[src/rtl/dispense_controller.sv]
// rtl/dispense_controller.sv - valve dispense cycle: timed countdown with pause/resume/abort on OK/CANCEL edges
module dispense_controller #(
  parameter int TIME_WIDTH     = 32,
  parameter int MAX_TIME       = 9999,
  parameter int TICKS_PER_UNIT = 50_000_000
) (
  input  logic                  clock,
  input  logic                  reset,
  input  logic [TIME_WIDTH-1:0] total_time,
  input  logic                  button_ok,
  input  logic                  button_cancel,
  output logic                  valve_open,
  output logic [TIME_WIDTH-1:0] remaining_time,
  output logic                  busy,
  output logic                  done,
  output logic                  clear_entry
);

  localparam int PW = (TICKS_PER_UNIT > 2) ? $clog2(TICKS_PER_UNIT) : 1;
  localparam logic [PW-1:0]         LAST_TICK = PW'(TICKS_PER_UNIT - 1);
  localparam logic [TIME_WIDTH-1:0] MAX_T     = TIME_WIDTH'(MAX_TIME);

  typedef enum logic [1:0] {
    S_IDLE,
    S_DISPENSING,
    S_PAUSED,
    S_DONE
  } state_e;

  state_e                  state_q, state_d;
  logic [PW-1:0]           prescaler_q, prescaler_d;
  logic [TIME_WIDTH-1:0]   remaining_q, remaining_d;
  logic                    clear_q, clear_d;
  logic                    ok_prev_q, cancel_prev_q;
  logic                    ok_ev, cancel_ev, tick;

  // CANCEL dominates a simultaneous OK press
  assign cancel_ev = button_cancel & ~cancel_prev_q;
  assign ok_ev     = button_ok & ~ok_prev_q & ~cancel_ev;
  assign tick      = (prescaler_q == LAST_TICK);

  always_ff @(posedge clock or negedge reset) begin
    if (!reset) begin
      state_q       <= S_IDLE;
      prescaler_q   <= '0;
      remaining_q   <= '0;
      clear_q       <= 1'b0;
      ok_prev_q     <= 1'b0;
      cancel_prev_q <= 1'b0;
    end else begin
      state_q       <= state_d;
      prescaler_q   <= prescaler_d;
      remaining_q   <= remaining_d;
      clear_q       <= clear_d;
      ok_prev_q     <= button_ok;
      cancel_prev_q <= button_cancel;
    end
  end

  always_comb begin
    state_d     = state_q;
    prescaler_d = prescaler_q;
    remaining_d = remaining_q;
    clear_d     = 1'b0;
    case (state_q)
      S_IDLE: begin
        if (ok_ev && (total_time != '0)) begin
          state_d     = S_DISPENSING;
          remaining_d = (total_time > MAX_T) ? MAX_T : total_time;
          prescaler_d = '0;
          clear_d     = 1'b1;
        end
      end
      S_DISPENSING: begin
        // The final tick beats a CANCEL on the same edge; otherwise CANCEL freezes the count
        if (tick && (remaining_q <= TIME_WIDTH'(1))) begin
          state_d     = S_DONE;
          remaining_d = '0;
          prescaler_d = '0;
        end else if (cancel_ev) begin
          state_d = S_PAUSED;
        end else if (tick) begin
          prescaler_d = '0;
          remaining_d = remaining_q - TIME_WIDTH'(1);
        end else begin
          prescaler_d = prescaler_q + PW'(1);
        end
      end
      S_PAUSED: begin
        if (cancel_ev) begin
          state_d     = S_IDLE;
          remaining_d = '0;
          prescaler_d = '0;
          clear_d     = 1'b1;
        end else if (ok_ev) begin
          state_d = S_DISPENSING;
        end
      end
      S_DONE: begin
        remaining_d = '0;
        if (ok_ev || cancel_ev) begin
          state_d = S_IDLE;
        end
      end
      default: begin
        state_d     = S_IDLE;
        remaining_d = '0;
        prescaler_d = '0;
      end
    endcase
  end

  assign valve_open     = (state_q == S_DISPENSING);
  assign busy           = (state_q == S_DISPENSING) || (state_q == S_PAUSED);
  assign done           = (state_q == S_DONE);
  assign remaining_time = remaining_q;
  assign clear_entry    = clear_q;

endmodule

[config.mk]
export PLATFORM = sky130hd
export DESIGN_NAME = dispense_controller
export DESIGN_NICKNAME = d
export VERILOG_FILES = /design/src/rtl/dispense_controller.sv
export SDC_FILE = /design/constraint.sdc
export NUM_CORES = 1
export LEC_CHECK = 0
export ABC_AREA = 1
export BUFFER_PORTS_ARGS = -buffer_cell sky130_fd_sc_hd__buf_2
export CAP_MARGIN = 5
export CELL_PAD_IN_SITES_DETAIL_PLACEMENT = 0
export CELL_PAD_IN_SITES_GLOBAL_PLACEMENT = 1
export CORE_ASPECT_RATIO = 0.5
export CORE_MARGIN = 4
export CORE_UTILIZATION = 44
export CTS_CLUSTER_DIAMETER = 100
export CTS_CLUSTER_SIZE = 28
export DETAILED_ROUTE_END_ITERATION = 6
export HOLD_SLACK_MARGIN = 0.12
export PLACE_DENSITY_LB_ADDON = 0.1
export SETUP_SLACK_MARGIN = 0.02
export SYNTH_ARGS = -nofsm -noshare
export SYNTH_HDL_FRONTEND = slang
export SYNTH_SLANG_ARGS = --single-unit
[constraint.sdc]
create_clock -name clock -period 5.1 [get_ports clock]
set_input_delay 0.51 -clock clock [delete_from_list [all_inputs] [get_ports clock]]
set_output_delay 0.51 -clock clock [all_outputs]
set_load 0.005 [all_outputs]
==> results by group <==
Global routing
  • GRT Resource Usage Total: 0.215
  • Global-route wire length before repair: 23200 um
  • Met3 Use GR: 0.0469
  • Antenna violations before repair: 0
  • Grt total ovfl: 0
  • Busiest grt layer: met2
  • GR met2 Demand/Resource: 0.350
  • Vias in the first global route: 4772
  • Largest net degree at the start of global routing: 64
  • Met1 usage: 0.294

Power
  • Combinational Power Share: 0.506
  • Switching fraction of total power: 0.484
  • Leak Pwr: 2.94 nW
  • Internal power: 1.27 mW
  • Share of total power in sequential cells: 0.272
  • Power Density: 437 nW/um2
  • Total power draw: 2.47 mW
  • Worst vdd ir: 0.249 mV
  • Clock Power Share: 0.222
  • P_sw: 1.20 mW

Critical path
  • R2r setup slk: 2.04 ns
  • RR Startpoint: remaining_time[0]
  • Worst R2R Path Depth: 12
  • CP endpoint kind: register
  • Critical Path RT: 5.37 ns
  • Worst setup path class: register to register
  • Worst setup SP type: register
  • CP Max Fanout: 41
  • Worst reg2reg path endpoint: remaining_time[6]
  • Arr. time, crit path: 3.32 ns

Layout
  • Fin util: 0.513
  • Layout cells sized above 1: 0.136
  • Number of antenna diodes: 0
  • P&R area growth vs syn: 13.6%
  • Register area: 1580 um2
  • Area of the multi-input gates: 2980 um2
  • Final nets: 906
  • Fillers: 1159

CTS
  • Buffer count from post-CTS setup fixing: 0
  • Clk Latency, worst-skew pair: 0.33 ns
  • CTS max path bufs: 2
  • Hold buffer count at CTS: 0
  • Clock transition at path regs: 0.05 ns
  • Cts repair resizes: 0
  • Root Buffer: clkbuf_16
  • TritonCTS clock tree: done
  • TritonCTS buffer count: 9
  • Htree depth: 3
  • Sink Count: 63

STA
  • Crit share post-route: 0.600
  • Slew headroom: 0.418
  • Unrepaired setup endpoints after global routing: no
  • WHS: 0.308 ns
  • Final Max Tran Viols: 0
  • Hold Vio Cnt, Final: 0
  • Clock Skew: 0.00391 ns
  • Worst-Margin Slew: 0.872 ns
  • Setup violators final: 0
  • Final setup TNS: 0 ns
  • Post-layout min period: 3.06 ns
  • Fmax: 0.327 GHz
  • Setup slack after layout: 2.04 ns

Synthesis
  • Synthesized cell area: 4970 um2
  • Seq/Total Area, Yosys: 0.317
  • Most instantiated cells after synthesis: nand2_1 (309), nor2_1 (141), inv_1 (73)
  • Synthesized area per cell: 6.21 um2
  • Synth Register Bits: 63
  • Synthesized instance count: 801
  • Net count after synthesis: 844
  • Top post-synthesis cells by area: dfrtp_1 (32%), nand2_1 (23%), nor2_1 (11%), inv_1 (5.5%), nand4_1 (4.8%)
  • Post-synth EDFFs: 0
  • Most common cell in the netlist: nand2_1
  • Yosys top cell by area: dfrtp_1
  • Post-synth top area share: 0.317
  • Count of different cell masters after synthesis: 36
  • Syn. warnings: 0
  • Post-synth top flop: dfrtp_1
  • Post-synth ARST share: 1.00

Floorplanning
  • Initial Util: 0.452
  • Chip Height: 83.2 um
  • # IOs: 72
  • Cell Rows: 27
  • Die area: 13200 um2
  • Core footprint: 11000 um2
  • Width of the chip: 158 um

Worst hold path
  • Min-delay src: button_ok
  • Hold Crit Endpoint: ok_prev_q
  • Hold-critical path depth: 1
  • Hold Crit Class: input pin to register

Route
  • DRC violations left: 0
  • Detailed-route wire length: 13900 um
  • Pre-antenna DRT Iters: 5
  • Via/cell ratio: 5.03
  • Antenna-violating nets left: 0
  • WL/cell: 13.7 um
  • First DRT Iteration DRCs: 245
  • DR vias: 5091

Placed design
  • Post-DP HPWL: 10200 um
  • # port buffers: 71
  • Placer congestion estimate: 0.826
  • Pre-CTS setup slack: 2.06 ns

Flow run
  • Max Cap Violations: 0

Outcome
  • Status: completed
-- sequential cells by signal, indices dropped and copies added (netlist names) --
name / cells
cancel_prev_q: 1
prescaler_q: 26
ok_prev_q: 1
clear_entry: 1
state_q: 2
remaining_time: 32
-- final cells by class --
type	instances	area share
inverters	76	0.0507
multi-input cells	640	0.527
clock buffers	14	0.0449
clock inverters	1	0.000885
flip-flops and latches	63	0.279
well taps	145	0.0321
repair buffers	73	0.0655
-- through the flow --
step / cells / area [um2]
after floorplan: 801 / 4970
after global placement: 997 / 5390
after detailed placement: 997 / 5390
after CTS: 1012 / 5650
after global routing: 1012 / 5650
final: 1012 / 5650
-- critical path, cell delays in order (launching register included) --
cell      delay [ns]
dfrtp_1         0.40
inv_1           0.10
ha_1            0.30
nand2_4         0.11
nor2_8          0.16
nand2_1         0.08
a21oi_2         0.17
nand2_2         0.10
nand2_2         0.10
nand3_2         0.66
clkinv_2        0.61
nand2_1         0.11
nand2_1         0.07
-- power groups by stage --
stage	combinational, mW	clock [mW]	sequential [mW]
2_1_floorplan	1.00	0	0.661
3_3_place_gp	1.25	0	0.679
3_5_place_dp	1.26	0	0.681
4_1_cts	1.26	0.566	0.673
5_1_grt	1.42	0.589	0.686
6_report	1.25	0.549	0.673
-- metal layers --
metal | vias to the layer above | routed length [um]
li1 | 2634 | -
met1 | 2311 | 6710
met2 | 130 | 6230
met3 | 16 | 789
met4 | 0 | 147
met5 | - | 0
-- layout by cell type, fill, tap and decap left out, types with 2 or more instances in the layout --
cell type | Yosys | final
nand2_1 | 309 | 309
nor2_1 | 141 | 141
inv_1 | 73 | 73
buf_2 | 7 | 71
dfrtp_1 | 63 | 63
nand4_1 | 38 | 38
nand3_1 | 35 | 35
xor2_1 | 17 | 17
o21ai_1 | 14 | 14
o21ai_0 | 13 | 13
xnor2_1 | 10 | 10
nor3_1 | 9 | 9
clkbuf_16 | 0 | 9
ha_1 | 7 | 7
a21oi_1 | 6 | 6
nand3b_1 | 6 | 6
o21ai_2 | 6 | 6
nand2_2 | 5 | 5
or2_2 | 5 | 5
nor2_2 | 4 | 4
nor2_4 | 4 | 4
clkbuf_1 | 7 | 4
a21oi_2 | 2 | 2
nand3_2 | 2 | 2
clkinv_2 | 1 | 2
buf_4 | 1 | 2
-- worst max path at each step --
| stage | start | slack [ns] | cells past startpoint | to |
|---|---|---|---|---|
| after floorplan | remaining_time[0] | 3.16 | 13 | prescaler_q[7] |
| after global placement | remaining_time[0] | 2.15 | 12 | remaining_time[11] |
| after detailed placement | remaining_time[0] | 2.06 | 12 | remaining_time[18] |
| after CTS | remaining_time[0] | 2.03 | 12 | remaining_time[18] |
| after global routing | remaining_time[0] | 1.68 | 12 | remaining_time[11] |
| final | remaining_time[0] | 2.04 | 12 | remaining_time[6] |
-- kinds of logic (layout without fill, tap and decap cells) --
family / count (synthesis) / after routing / share of synthesized area
AND/OR/NAND/NOR: 563 / 563 / 0.483
flip-flops: 63 / 63 / 0.317
AO/OA/AOI/OAI: 43 / 43 / 0.0503
buffers and inverters: 98 / 164 / 0.0843
XOR/XNOR: 27 / 27 / 0.0475
adder cells (fa/ha/maj): 7 / 7 / 0.0176
Power figures use the tool's default switching activity.
